--- src/rtl/uart_tx_feeder.sv ---
// uart_tx_feeder
//   Byte FIFO plus sequencer in front of the UART transmitter. Bytes written
//   from the bus side are buffered, then handed to the transmitter one at a
//   time. The feeder waits for the transmitter's done pulse before it issues
//   the next byte.
//
// Handshake: a byte is handed over by a single-cycle tx_enable pulse with
//   tx_data valid on that cycle. tx_data then stays stable until the next
//   pulse. The transmitter acknowledges the start by raising tx_active, and
//   signals the end of the byte with a one-cycle tx_done. A write on wr_en is
//   taken on the same edge it is sampled unless the buffer is full. A full
//   buffer can still take a write on the edge that pops a byte.
//
// Ports:
//   clock, reset         system clock, asynchronous active-high reset
//   wr_data, wr_en       byte to enqueue and its enqueue request
//   full, empty, count   buffer occupancy (count runs 0..DEPTH)
//   overflow             one-cycle pulse when a write is rejected
//   tx_data, tx_enable   byte and start pulse to the transmitter
//   tx_active, tx_done   transmitter busy flag and completion pulse
//   busy                 feeder has work in flight or bytes buffered
//   state_dbg            current sequencer state (IDLE=0, ISSUE=1, WAIT_DONE=2)
module uart_tx_feeder #(
  parameter int DEPTH  = 16,
  parameter int ADDR_W = 4
) (
  input  logic              clock,
  input  logic              reset,
  input  logic [7:0]        wr_data,
  input  logic              wr_en,
  output logic              full,
  output logic              empty,
  output logic [ADDR_W:0]   count,
  output logic              overflow,
  output logic [7:0]        tx_data,
  output logic              tx_enable,
  input  logic              tx_active,
  input  logic              tx_done,
  output logic              busy,
  output logic [1:0]        state_dbg
);

  typedef enum logic [1:0] {
    IDLE      = 2'd0,
    ISSUE     = 2'd1,
    WAIT_DONE = 2'd2
  } state_t;

  localparam logic [ADDR_W:0]   DEPTH_C = (ADDR_W+1)'(DEPTH);
  localparam logic [ADDR_W:0]   CNT_ONE = (ADDR_W+1)'(1);
  localparam logic [ADDR_W-1:0] PTR_ONE = ADDR_W'(1);

  state_t            state;
  logic [7:0]        mem [DEPTH];
  logic [ADDR_W-1:0] wr_ptr;
  logic [ADDR_W-1:0] rd_ptr;
  logic              pop;
  logic              wr_accept;

  // Flags come from the registered count, so they never glitch on inputs.
  assign full      = (count == DEPTH_C);
  assign empty     = (count == '0);
  assign busy      = (state != IDLE) || !empty;
  assign state_dbg = state;

  // A byte is popped only when the sequencer starts a new transfer. That pop
  // frees one slot on the same edge, so a write at full is still accepted.
  assign pop       = (state == IDLE) && !empty;
  assign wr_accept = wr_en && (!full || pop);

  // Storage is not reset; stale bytes are unreachable once the pointers clear.
  always_ff @(posedge clock) begin
    if (wr_accept) begin
      mem[wr_ptr] <= wr_data;
    end
  end

  always_ff @(posedge clock or posedge reset) begin
    if (reset) begin
      wr_ptr    <= '0;
      rd_ptr    <= '0;
      count     <= '0;
      overflow  <= 1'b0;
      tx_data   <= 8'h00;
      tx_enable <= 1'b0;
      state     <= IDLE;
    end else begin
      overflow <= wr_en && !wr_accept;

      if (wr_accept) begin
        wr_ptr <= wr_ptr + PTR_ONE;
      end

      case ({wr_accept, pop})
        2'b10:   count <= count + CNT_ONE;
        2'b01:   count <= count - CNT_ONE;
        default: count <= count;
      endcase

      case (state)
        IDLE: begin
          tx_enable <= 1'b0;
          if (pop) begin
            tx_data   <= mem[rd_ptr];
            rd_ptr    <= rd_ptr + PTR_ONE;
            tx_enable <= 1'b1;
            state     <= ISSUE;
          end
        end
        ISSUE: begin
          // The start pulse is never repeated; wait here for the transmitter
          // to acknowledge, however long that takes.
          tx_enable <= 1'b0;
          if (tx_active) begin
            state <= WAIT_DONE;
          end
        end
        WAIT_DONE: begin
          tx_enable <= 1'b0;
          if (tx_done) begin
            state <= IDLE;
          end
        end
        default: begin
          tx_enable <= 1'b0;
          state     <= IDLE;
        end
      endcase
    end
  end

endmodule

--- config.mk ---
export PLATFORM = sky130hd
export DESIGN_NAME = uart_tx_feeder
export DESIGN_NICKNAME = d
export VERILOG_FILES = /design/src/rtl/uart_tx_feeder.sv
export SDC_FILE = /design/constraint.sdc
export NUM_CORES = 1
export LEC_CHECK = 0
export CAP_MARGIN = 0
export CORE_MARGIN = 2
export CORE_UTILIZATION = 29
export DETAILED_ROUTE_END_ITERATION = 8
export SETUP_SLACK_MARGIN = 0.15
export SLEW_MARGIN = 20
export SYNTH_ARGS = -nofsm -noshare
export SYNTH_HDL_FRONTEND = slang
export SYNTH_SLANG_ARGS = --single-unit
--- constraint.sdc ---
create_clock -name clock -period 2.41 [get_ports clock]
set_input_delay 0.482 -clock clock [delete_from_list [all_inputs] [get_ports clock]]
set_output_delay 0.482 -clock clock [all_outputs]
set_load 0.02 [all_outputs]
After elaboration in Yosys (flattened, before gate mapping)
Memory sizes are Yosys's and may differ from the RTL's. A register that Yosys moved wholly into a read port is not among the register bits.
Cells that the tools add are included.
Widths: inputs -> output; s select.
{"block": "classes", "add_sub_neg": 4, "n_eq_ne": 8, "muxes": 9, "n_reduce_logical": 14}
{"operator": "$pmux 5 s2", "count": 1}
{"operator": "$add 4x1->4 const B", "count": 2}
{"operator": "$mux 2", "count": 3}
{"operator": "$ne 2x2->1 const B", "count": 3}
{"operator": "$pmux 2 s3", "count": 1}
{"operator": "$add 5x1->5 const B", "count": 1}
{"operator": "$eq 5x5->1 const B", "count": 1}
{"operator": "$logic_not 5->1", "count": 1}
{"operator": "$sub 5x1->5 const B", "count": 1}
{"operator": "$eq 2x1->1 const B", "count": 2}
{"operator": "$eq 2x2->1 const B", "count": 2}
{"operator": "$mux 1", "count": 4}
{"operator": "$reduce_bool 2->1", "count": 2}
{"operator": "$logic_and 1x1->1", "count": 3}
{"operator": "$logic_not 1->1", "count": 3}
{"operator": "$reduce_and 3->1", "count": 1}
{"operator": "$logic_not 2->1", "count": 1}
{"operator": "$logic_or 1x1->1", "count": 2}
{"operator": "$reduce_and 2->1", "count": 1}
{"block": "word_totals", "register_bits": 17, "ram_bits": 128, "out_inout_bits": 20, "mem_count": 1}
{"name": "mem", "words": 16, "word_bits": 8, "rd": 1, "rd_ports_with_merged_regs": 1, "wr": 1, "line": "54", "rtl": "logic [7:0] mem [DEPTH];"}

Depth between registers and ports, before layout
Gate-level depths: netlist (run 1).
{"block": "logic_depth", "depth_word": 7, "depth_mapped": 10}

Worst setup path before layout (run 1)
No wires, ideal clock.
{"block": "synth_path", "path_kind": "register -> register", "from": "reg count[0]", "to": "reg count[4]", "setup_ps": 130, "t_arrival_ps": 2303, "slack_ps": -23, "stages_incl_launch_ff": 10, "n_path_buf": 0, "path_cell_list": "dfrtp_1 or4_4 o21ai_4 nor2_2 ha_1 nor2b_1 o21ai_0 nor2b_1 a21o_1 nand3_1"}
{"block": "synth_between", "elab_chain_cells": 7, "elab_cells_between_ends": 13, "classes_between": "2 x add/sub; 3 x eq/ne; 1 x mux; 7 x reduce/logical"}
{"element": "start, declared", "line": "33", "rtl": "output logic [ADDR_W:0] count,"}
{"element": "start signal, assigned", "line": "95", "rtl": "2'b10: count <= count + CNT_ONE;"}
{"element": "start signal, assigned", "line": "96", "rtl": "2'b01: count <= count - CNT_ONE;"}
{"element": "start signal, assigned", "line": "97", "rtl": "default: count <= count;"}
{"element": "$logic_not 5->1", "line": "62", "rtl": "assign empty = (count == '0);"}
{"element": "$logic_not 1->1", "line": "68", "rtl": "assign pop = (state == IDLE) && !empty;"}
{"element": "$logic_and 1x1->1", "line": "68"}
{"element": "$logic_or 1x1->1", "line": "69", "rtl": "assign wr_accept = wr_en && (!full || pop);"}
{"element": "$logic_and 1x1->1", "line": "69"}
{"element": "$eq 2x1->1 or $eq 2x2->1 (tied branches)", "line": "94", "rtl": "case ({wr_accept, pop})"}
{"element": "$pmux 5 s2 or $reduce_bool 2->1 (tied branches)"}
Several ways; a longest one is shown, not always the timed one.
A chain may end at the register's enable or synchronous reset.

Worst setup path after layout (run 1)
{"block": "layout_path", "from": "reg count[0]", "to": "reg count[3]"}
The elaborated chain is that of the path after synthesis.

==> results_dict.tcl, run 1 <==
set metrics [dict create \
    cp_slowest_cell "or4_4" \
    holdWs_ps 433 \
    drc 0 \
    post-synth-top-count-cell "edfxtp_1" \
    die_h_um 150 \
    dp_hpwl_um 8150 \
    synthCells 323 \
    r2r_setup_slack_ps 130 \
    startpoint_type "register" \
    worst_slew_pin_slew_ps 641 \
    synth.distinct_cells 37 \
    die_w_um 150 \
    synth.ff_latch_count 153 \
    synth-edff-count 128 \
    gp_congestion 0.759 \
    grt_max_degree 35 \
    wl_per_cell_um 18.9 \
    post-synth-top-area-cell "edfxtp_1" \
    p_leak_nw 2.70 \
    clkSinkCount 153 \
    finalPower_mw 9.50 \
    synth_common_cells "edfxtp_1, mux4_2, dfrtp_1" \
    cts_buffer_depth 2 \
    cts-buffers-inserted 17 \
    antenna_found_initial 0 \
    syn-num-nets 345 \
    ys_async_sr_fraction 0.163 \
    synth_area_um2 6150 \
    synth_ff_type "edfxtp_1" \
    drive_gt1_frac 0.304 \
    setup_ws_ps 131 \
    drt_iter0_drc 260 \
    via_count 3165 \
    route.final.wire_length_um 12900 \
    period_needed_ps 2280 \
    critPathCaptureType "register" \
    cts_max_level 4 \
    max-vdd-ir-drop_mv 0.485 \
    finalHoldViolCount 0 \
    cp_top_family "simple AND/OR/NAND/NOR gates" \
    num_antenna_cells 0 \
    cts_tree "done" \
    cp.required_ps 2720 \
    power-per-cell-area_nw_per_um2 1220 \
    ys_seq_area_frac 0.726 \
    setup_viol 0 \
    grt_overflow 0 \
    grt_pass1_vias 3443 \
    arrival_ps 2590 \
    dpl_cell_area_um2 7080 \
    ff2ff_path_depth 7 \
    drv_slew 0 \
    status "finished, final reports clean" \
    crit_chain "or4_4 -> o21ai_4 -> nor2_4 -> buf_6 -> buf_4 -> a31oi_4 -> mux2_2" \
    final_nets 417 \
    ant_nets 0 \
    crit_fanout 4 \
    synth_top_area_share 0.625 \
    fmax_mhz 439 \
    dp_slack_ps -69.2 \
    die_area_um2 22400 \
    stdcell_count 683 \
    regToRegEndpoint "count[3]" \
    reg2reg_from "count[0]" \
    grt_pass1_wl_um 20400 \
    area_growth_pct 27.0 \
    critPathBufInv 2 \
    finalCritPeriodShare 0.945 \
    drv_cap 0 \
    drtPass1Iterations 4 \
    slew_headroom 0.572 \
    yosysWarningCount 0 \
    clock_latency_ps 430 \
    core_area_um2 21000 \
    grt_usage 0.126 \
    vias_per_cell 4.63 \
    postLayoutCoreUtil 0.373 \
    hold_path_class "input port to async pin" \
    fp-row-count 53 \
    synth.top_cells.by_area "edfxtp_1, mux4_2, dfrtp_1" \
    io_pins 33 \
    hold_buffers 0 \
    placed_cells 643 \
    start_util 0.294 \
    portBuffers 32 \
    avgSynthCellArea_um2 19.1 \
    finClkSkew_ps 12.8 \
    rsz0062_at_grt "yes" \
    clk_pin_slew_ps 60 \
    final.setup.tns_ps 0 \
    max_stage_delay_ps 610 \
    cts-root-buf "clkbuf_16" \
    path_class "register to register" \
    design_area_um2 7810 \
]
-- cell families after synthesis --
| group | count (synthesis) | share of synthesized area |
|---|---|---|
| AOI/OAI and AO/OA | 21 | 0.0285 |
| xor gates and xnor gates | 8 | 0.0114 |
| adders and majority gates | 9 | 0.0195 |
| buffers and inverters | 21 | 0.0140 |
| DFF | 153 | 0.726 |
| muxes | 51 | 0.148 |
| and+or+nand+nor | 60 | 0.0518 |
-- tightest hold or removal path, stage by stage --
cell and delay (ps):
clkdlybuf4s50_1 400, inv_1 50, buf_4 330
-- registers in the layout, indices dropped and copies added (netlist names) --
register and flops:
count 5, rd_ptr 4, wr_ptr 4, state_dbg 2
tx_enable 1, overflow 1, mem 128, tx_data 8
-- layout make-up --
class | instances | area [um^2]
Timing Repair Buffer | 66 | 668
Multi-Input combinational cell | 149 | 1710
Clock inverter | 6 | 62.6
Sequential cell | 153 | 4480
Inverter | 8 | 33.8
Fill cell | 1947 | 13100
Tap cell | 275 | 344
Clock buffer | 26 | 520
-- layer usage --
layer | global-route usage | vias up | routed length (um)
li1 | - | 1430 | -
met1 | 0.165 | 1658 | 5670
met2 | 0.198 | 63 | 6400
met3 | 0.0375 | 14 | 662
met4 | 0.0448 | 0 | 180
met5 | 0 | - | 0
-- repair_timing --
| action | CTS | global route |
|---|---|---|
| setup endpoints to repair | 36 | 33 |
| buffers inserted | 5 | 3 |
| gates resized for setup | 18 | 17 |
| pin swaps | 8 | 1 |
-- layout by cell type (no fill, tap or decap), types with 5 or more instances in the layout --
| cell | instances |
|---|---|
| mux2i_1 | 17 |
| and3_1 | 5 |
| mux4_2 | 32 |
| o221ai_1 | 8 |
| clkdlybuf4s50_1 | 29 |
| inv_1 | 7 |
| nand2_1 | 19 |
| buf_4 | 25 |
| buf_12 | 7 |
| dfrtp_2 | 5 |
| edfxtp_1 | 128 |
| xnor2_1 | 8 |
| dfrtp_1 | 20 |
| and2_1 | 12 |
| clkbuf_16 | 18 |
| ha_1 | 5 |
-- power breakdown --
part           leakage [nW]  internal, mW  switching [mW]
Sequential             1.46          3.32           0.292
Combinational         0.950          1.67            1.64
Clock                 0.289          1.59            1.00
Total                  2.70          6.57            2.93
-- worst max path at each step --
stage / endpoint / slack, ps / start / cells past startpoint
finish: count[3] / 130 / count[0] / 7
global route: count[4] / 20 / count[0] / 10
detailed placement: count[4] / -70 / wr_en / 10
global placement: count[4] / -40 / wr_en / 10
CTS: full / 90 / count[0] / 5
floorplan: count[3] / 100 / count[3] / 8
(Power assumes the default switching activity.)
==> run 2, diff against run 1 <==
--- a/config.mk
+++ b/config.mk
@@ -6,9 +6,12 @@
 export NUM_CORES = 1
 export LEC_CHECK = 0
 export CAP_MARGIN = 0
+export CELL_PAD_IN_SITES_DETAIL_PLACEMENT = 0
+export CELL_PAD_IN_SITES_GLOBAL_PLACEMENT = 1
 export CORE_MARGIN = 2
 export CORE_UTILIZATION = 29
 export DETAILED_ROUTE_END_ITERATION = 8
+export PLACE_DENSITY_LB_ADDON = 0.1
 export SETUP_SLACK_MARGIN = 0.15
 export SLEW_MARGIN = 20
 export SYNTH_ARGS = -nofsm -noshare
==> run 2 against run 1 <==
Power grew 1.3%. First-iteration DRC count down 38%. Routed wire length is 5.3% higher. Combinational power rose by 2%. Final area down 0.22%. Sequential cell count unchanged. Via count fell by 1.2%. Sequential share of layout area grew 0.13 points. Register-to-register slack worse by 60 ps. Sequential power barely moved.
==> results_dict.tcl, run 2 (synthesis results as in run 1) <==
set metrics [dict create \
    fp-row-count 53 \
    stdcell_count 684 \
    wl_met2_um 6470 \
    r2r_setup_slack_ps 70 \
    internal_power_mw 6.65 \
    slew_headroom 0.568 \
    gp_congestion 0.707 \
    wl_met1_um 6290 \
    swShare 0.309 \
    finalPower_mw 9.63 \
    ant_nets 0 \
    p_clk_frac 0.279 \
    finalCritPeriodShare 0.972 \
    die_w_um 150 \
    hold_buffers 0 \
    reg2reg_from "count[0]" \
    cp.required_ps 2710 \
    arrival_ps 2640 \
    regToRegEndpoint "count[3]" \
    path_class "register to register" \
    num_antenna_cells 0 \
    crit_chain "buf_6 -> or4_4 -> o21ai_4 -> nor2_4 -> ha_1 -> a21o_1 -> a21oi_2 -> xnor2_1 -> mux2_2" \
    route.final.wire_length_um 13600 \
    ff2ff_path_depth 9 \
    p_leak_nw 2.69 \
    cts_max_level 4 \
    die_area_um2 22400 \
    wl_per_cell_um 19.9 \
    grt_pass1_vias 3373 \
    drc 0 \
    setup_viol 0 \
    grt_overflow 0 \
    grt_max_degree 35 \
    placed_cells 644 \
    status "finished, final reports clean" \
    most-common-layout-cells "edfxtp_1, mux4_2, clkdlybuf4s50_1, buf_4, dfrtp_1" \
    drive_gt1_frac 0.311 \
    max_stage_delay_ps 540 \
    via_count 3127 \
    crit_fanout 5 \
    finClkSkew_ps 5.40 \
    period_needed_ps 2340 \
    start_util 0.294 \
    clock_latency_ps 410 \
    dr_wl_met3_um 589 \
    cp_slowest_cell "or4_4" \
    drtPass1Iterations 4 \
    final_nets 418 \
    portBuffers 32 \
    area_growth_pct 26.7 \
    largest_register "mem" \
    largest_reg_flops 128 \
    grt_pass1_wl_um 20900 \
    hold_path_class "input port to async pin" \
    reg_top3 "mem: 128 flops, tx_data: 8 flops, count: 5 flops" \
    top_layer_used "met4" \
    worst_slew_pin_slew_ps 646 \
    drv_cap 0 \
    cts-root-buf "clkbuf_16" \
    clk_pin_slew_ps 60 \
    grt_usage 0.132 \
    power-per-cell-area_nw_per_um2 1230 \
    cts-buffers-inserted 17 \
    core_area_um2 21000 \
    final.setup.tns_ps 0 \
    max-vdd-ir-drop_mv 0.531 \
    io_pins 33 \
    pwr-share-comb 0.349 \
    antenna_found_initial 0 \
    vias_per_cell 4.57 \
    finalHoldViolCount 0 \
    drv_slew 0 \
    p_seq_frac 0.372 \
    nFillCells 1999 \
    rsz0062_at_grt "yes" \
    cts_buffer_depth 2 \
    die_h_um 150 \
    fmax_mhz 427 \
    p_sw_mw 2.97 \
    dp_slack_ps -123 \
    setup_ws_ps 68.6 \
    drt_iter0_drc 160 \
    startpoint_type "register" \
    cts_tree "done" \
    dp_hpwl_um 8620 \
    critPathCaptureType "register" \
    final_common_cell "edfxtp_1" \
    clkSinkCount 153 \
]
run 2: cell type report:
| type | instances | area [um^2] | share of cell area |
|---|---|---|---|
| flip-flops and latches | 153 | 4480 | 0.574 |
| multi-input cells | 149 | 1690 | 0.216 |
| repair buffers | 67 | 652 | 0.0836 |
| clock buffers | 20 | 457 | 0.0586 |
| well taps | 275 | 344 | 0.0441 |
| clock inverters | 12 | 148 | 0.0189 |
| inverters | 8 | 33.8 | 0.00433 |
run 2: how the worst max path moves through the flow:
stage	slack (ps)	to	from	depth (start not counted)
after floorplan	100	count[3]	count[3]	8
after global placement	-130	count[4]	wr_en	10
after detailed placement	-120	count[4]	wr_en	10
after CTS	-20	count[3]	count[0]	9
after global routing	-40	count[4]	count[0]	10
final	70	count[3]	count[0]	9
run 2: metrics by stage:
step / instance area [um^2] / util / hold slack, ps
after floorplan: 6180 / - / 493
after global placement: 7050 / 0.336 / 476
after detailed placement: 7050 / 0.336 / 481
after CTS: 7700 / 0.368 / 458
after global routing: 7790 / 0.372 / 486
final: 7790 / 0.372 / 459
run 2: routing by layer:
| layer | up-vias | GRT usage |
|---|---|---|
| met5 | - | 0 |
| met4 | 0 | 0.0533 |
| met3 | 18 | 0.0287 |
| met2 | 60 | 0.208 |
| met1 | 1622 | 0.179 |
| li1 | 1427 | - |
run 2: power by group through the flow:
stage	registers (mW)	logic (mW)	clock network (mW)
global placement	3.60	3.23	0
detailed placement	3.60	3.23	0
global route	3.63	3.69	2.86
CTS	3.56	3.30	2.75
finish	3.58	3.36	2.69
floorplan	3.71	1.91	0
run 2: what timing repair did:
item	4_1_cts	5_1_grt
resized for setup	26	14
buffers inserted	3	5
endpoints found under the setup margin	49	54
pin swaps	7	5
run 2: worst max-delay path: cells and delay by family (launching register included):
kind                       cells  cell delay, ps
AOI/OAI and AO/OA              3             500
xor gates and xnor gates       1              70
adders and majority gates      1             270
buffers and inverters          1             110
DFF                            1             400
muxes                          1             250
and+or+nand+nor                2             610
